$ cat src/rtl/div_nbit_seq.sv
// Purpose: unsigned restoring divider, one quotient bit per clock, start/busy/done handshake.
// Latency: done is high N+1 cycles after start is accepted (1 cycle for divide-by-zero).
// Backpressure: start is accepted only in IDLE; start while busy is dropped, not queued.
module div_nbit_seq #(
    parameter int N  = 16,
    parameter int CW = 5
) (
    input  logic         clk,
    input  logic         rst,
    input  logic         start,
    input  logic [N-1:0] A,
    input  logic [N-1:0] B,
    output logic [N-1:0] q,
    output logic [N-1:0] r,
    output logic         busy,
    output logic         done,
    output logic         div0
);

    typedef enum logic [1:0] {
        IDLE = 2'd0,
        CALC = 2'd1,
        FIN  = 2'd2
    } state_t;

    state_t         state, state_nx;
    logic [N-1:0]   d_reg, d_nx;       // dividend shifting out, quotient shifting in
    logic [N-1:0]   v_reg, v_nx;       // divisor
    logic [N:0]     rem, rem_nx;       // partial remainder
    logic [CW-1:0]  count, count_nx;
    logic [N-1:0]   q_nx, r_nx;
    logic           busy_nx, done_nx, div0_nx;

    // The partial remainder is always below the divisor, so its top bit is
    // zero; subtracting at N+2 bits makes the top result bit the borrow.
    logic [N+1:0]   shifted;
    logic [N+1:0]   trial;
    logic           borrow;

    // Trial subtraction of the divisor from the shifted partial remainder
    always_comb begin
        shifted = {rem, d_reg[N-1]};
        trial   = shifted - {2'b00, v_reg};
        borrow  = trial[N+1];
    end

    // Next-state and next-register logic; every register holds by default
    always_comb begin
        state_nx = state;
        d_nx     = d_reg;
        v_nx     = v_reg;
        rem_nx   = rem;
        count_nx = count;
        q_nx     = q;
        r_nx     = r;
        busy_nx  = busy;
        done_nx  = 1'b0;
        div0_nx  = div0;
        case (state)
            IDLE: begin
                if (start) begin
                    busy_nx = 1'b1;
                    if (B != '0) begin
                        d_nx     = A;
                        v_nx     = B;
                        rem_nx   = '0;
                        count_nx = CW'(N);
                        div0_nx  = 1'b0;
                        state_nx = CALC;
                    end else begin
                        // Divide-by-zero results are fixed, so load them now
                        q_nx     = '1;
                        r_nx     = A;
                        div0_nx  = 1'b1;
                        state_nx = FIN;
                    end
                end
            end
            CALC: begin
                rem_nx   = borrow ? shifted[N:0] : trial[N:0];
                d_nx     = {d_reg[N-2:0], ~borrow};
                count_nx = count - CW'(1);
                if (count == CW'(1)) begin
                    state_nx = FIN;
                end
            end
            FIN: begin
                if (!div0) begin
                    q_nx = d_reg;
                    r_nx = rem[N-1:0];
                end
                done_nx  = 1'b1;
                busy_nx  = 1'b0;
                state_nx = IDLE;
            end
            default: begin
                state_nx = IDLE;
            end
        endcase
    end

    // State and datapath registers with synchronous reset taking priority
    always_ff @(posedge clk) begin
        if (rst) begin
            state <= IDLE;
            d_reg <= '0;
            v_reg <= '0;
            rem   <= '0;
            count <= '0;
            q     <= '0;
            r     <= '0;
            busy  <= 1'b0;
            done  <= 1'b0;
            div0  <= 1'b0;
        end else begin
            state <= state_nx;
            d_reg <= d_nx;
            v_reg <= v_nx;
            rem   <= rem_nx;
            count <= count_nx;
            q     <= q_nx;
            r     <= r_nx;
            busy  <= busy_nx;
            done  <= done_nx;
            div0  <= div0_nx;
        end
    end

endmodule

$ cat config.mk
export PLATFORM = sky130hd
export DESIGN_NAME = div_nbit_seq
export DESIGN_NICKNAME = d
export VERILOG_FILES = /design/src/rtl/div_nbit_seq.sv
export SDC_FILE = /design/constraint.sdc
export NUM_CORES = 1
export LEC_CHECK = 0
export CAP_MARGIN = 10
export CORE_MARGIN = 1.5
export CORE_UTILIZATION = 41
export CTS_CLUSTER_SIZE = 40
export DETAILED_ROUTE_END_ITERATION = 8
export PLACE_DENSITY = 0.66
export SYNTH_ARGS = -nofsm -noshare
export SYNTH_HDL_FRONTEND = slang
export SYNTH_SLANG_ARGS = --single-unit
$ cat constraint.sdc
create_clock -name clk -period 2.45 [get_ports clk]
set_clock_uncertainty 0.2 [all_clocks]
set_input_delay 0.49 -clock clk [delete_from_list [all_inputs] [get_ports clk]]
set_output_delay 0.49 -clock clk [all_outputs]
set_load 0.05 [all_outputs]
==> flow_summary.toml <==
[logic_synthesis]
synth.ff_latch_count = 91
mappedNetlistNets = 601
synth-seq-area-share = 0.389
yosysWarnings = 0
synth_top_cell_by_area = "sky130_fd_sc_hd__dfxtp_1"
netlist_instances = 547
synth_top_cell_area_share = 0.389
mean_syn_cell_area_um2 = 8.56
yosys.cell_types.count = 58
netlist_top_cells_area = "sky130_fd_sc_hd__dfxtp_1, sky130_fd_sc_hd__mux2i_1, sky130_fd_sc_hd__a211oi_1"
mappedNetlistArea_um2 = 4680

[floorplanning]
die_width_um = 110
num_io_pins = 70
fp.dieH_um = 110
fp-row-count = 38
die_footprint_um2 = 12100
core_um2 = 11000
initial_core_util = 0.427

[grt]
grt_busiest_layer = "met2"
grt_max_degree = 45
use_met3 = 0.0498
globalRouteMet1Util = 0.294
global_route_wire_length_before_repair_mm = 22.1
grt-ovfl-total = 0
global_route.usage.total = 0.239
globalRouteMet2Util = 0.416
antenna_found_initial = 0
via_count_of_the_first_global_routing_pass = 4523

[routing]
num_vias = 4575
ant_nets = 0
remaining_drc_errors = 0
routed_wirelength_mm = 13.9
route.detailed.vias_per_inst = 5.36
wl_per_cell_um = 16.3
drt_first_pass_iters = 4
drt_iter0_drc = 281

[final_layout]
final_layout_size_suffix_gt1_frac = 0.300
register_area_um2 = 1840
layout.cells.most_common_list = "sky130_fd_sc_hd__buf_4, sky130_fd_sc_hd__dfxtp_1, sky130_fd_sc_hd__nor2_1"
largest_register_ffs = 17
layout_commonest_cell = "sky130_fd_sc_hd__buf_4"
final_net_count = 764
fillers = 888
areaGrowthSynthToFinish_pct = 53.3
regMostFlops = "rem"
antenna_cells_inserted = 0
multi_input_area_um2 = 2960

[sta]
finalWorstSetupSlack_ns = -0.111
report.final.hold_viol_count = 0
maxSlewViolCount = 0
period_share = 1.05
fin_tns_setup_ns = -0.827
worst_slew_pin_slew_ns = 0.525
timing.max_slew.rel_slack = 0.649
fmax_mhz = 390
rsz0062_at_grt = "true"
setup_viol = 17
period_minus_slack_ns = 2.56

[run_status]
outcome = "complete, but fails checks"
failing_checks = "negative setup slack"

[power]
leakagePower_nw = 3.03
power_per_cell_area_nw_per_um2 = 1240
vdd.ir_drop.worst_v = 0.000813

[worst_setup_path]
setup.worst_path.start_class = "flip-flop"
worst_ep_required_time_ns = 2.53
path_cells = "inv_1 > ha_4 > a21oi_1 > o21ai_2 > a221oi_4 > o21ai_4 > buf_6 > xnor2_2 > or4_1 > a31oi_1"
critPathMaxFanout = 6
timing.critical_path.slowest_cell_delay_ns = 0.40
cp_num_buf_inv = 2
cp-end-kind = "flip-flop"
start_to_end_type_of_the_worst_setup_path = "reg2reg"
slowest_stage = "sky130_fd_sc_hd__or4_1"
critPathTopFamily = "compound AO/OA/AOI/OAI gates"
worst_ep_arrival_time_ns = 2.64

[clock_network]
cts_root_buf = "sky130_fd_sc_hd__clkbuf_16"
clock_insertion_delay_worst_skew_ns = 0.35
max_root_sink_buffers = 2
cts.htree.levels = 3
cts.clk_slew.worst_paths_ns = 0.06
cts_tree = "done"
cts_hold_buffers = 0
cts_made_buffers = 9
numClockSinks = 91

[place]
place_worst_setup_slack_ns = -0.476
port_buffers = 69
detailedPlacementHpwl_mm = 9.01
gpl.final_weighted_congestion = 0.927

[min_path]
hold_path_class = "in2reg"

[flow_run]
timing.max_cap.violations = 0
==> stage by stage <==
stage	hold WS (ns)	power, mW	util	cells	area (µm²)
finish	0.227	8.94	0.654	854	7180
floorplan	0.235	4.63	-	547	4750
global placement	0.247	6.03	0.560	807	6150
detailed placement	0.250	6.10	0.560	807	6150
global route	0.255	9.41	0.654	854	7180
CTS	0.257	8.41	0.639	848	7010
==> repair_timing <==
action,CTS,global route
gates resized for setup,69,41
gates cloned,7,0
endpoints found under the setup margin,50,66
setup buffers,19,7
pin swaps,44,18
==> cell type report <==
class	instances	share of cell area
Clock inverter	4	0.00732
Tap cell	140	0.0244
Sequential cell	91	0.257
Clock buffer	11	0.0324
Inverter	24	0.0125
Multi-Input combinational cell	397	0.413
Timing Repair Buffer	187	0.254
==> cell families after synthesis <==
group / after synthesis / synth area share
xor gates and xnor gates: 16 / 0.0355
muxes: 44 / 0.0943
adders and majority gates: 19 / 0.0524
AOI/OAI and AO/OA: 135 / 0.197
DFF: 91 / 0.389
buffers and inverters: 59 / 0.0574
and+or+nand+nor: 183 / 0.175
==> power by group <==
group | total, mW | leakage, nW | internal, mW | switching [mW]
Combinational | 5.65 | 2.14 | 3.08 | 2.57
Sequential | 1.90 | 0.750 | 1.69 | 0.217
Clock | 1.38 | 0.140 | 0.788 | 0.591
==> worst paths after layout <==
check / from / slack [ns] / cells after the start / endpoint
min: B[1] / 0.23 / 3 / v_reg[1]
max reg2reg: v_reg[8] / -0.11 / 10 / rem[8]
max: v_reg[8] / -0.11 / 10 / rem[8]
min reg2reg: v_reg[3] / 0.26 / 2 / v_reg[3]
==> cell usage after synthesis, drive strengths merged <==
library cell,instances
fa,1
and2b,1
or4,2
a22o,2
nor2,82
nand2,58
clkbuf,27
o21ai,18
a21oi,33
or2,1
xor2,7
nand4,4
o211ai,5
o21bai,1
dlygate4sd1,1
and3,5
a31oi,3
nand3,4
mux2i,43
o22a,1
mux2,1
and4,1
buf,7
nor3,9
nand4b,1
nor3b,1
a21o,6
a211oi,50
xnor2,9
inv,24
ha,18
a32oi,4
o21a,3
nor4,5
a221oi,4
nand2b,6
o22ai,1
nor2b,3
dfxtp,91
a311oi,1
a211o,1
o41ai,2
==> worst reg2reg max path, cell delays in order (launching register included) <==
cell and delay (ns):
sky130_fd_sc_hd__dfxtp_1 0.33, sky130_fd_sc_hd__inv_1 0.08, sky130_fd_sc_hd__ha_4 0.27, sky130_fd_sc_hd__a21oi_1 0.25, sky130_fd_sc_hd__o21ai_2 0.13, sky130_fd_sc_hd__a221oi_4 0.29, sky130_fd_sc_hd__o21ai_4 0.14, sky130_fd_sc_hd__buf_6 0.15
sky130_fd_sc_hd__xnor2_2 0.13, sky130_fd_sc_hd__or4_1 0.40, sky130_fd_sc_hd__a31oi_1 0.14
==> layer usage <==
metal	wire [µm]	up-vias
li1	-	2263
met1	6160	2157
met2	6790	126
met3	692	29
met4	297	0
met5	0	-
No activity file was read; power rests on OpenSTA's default activity.
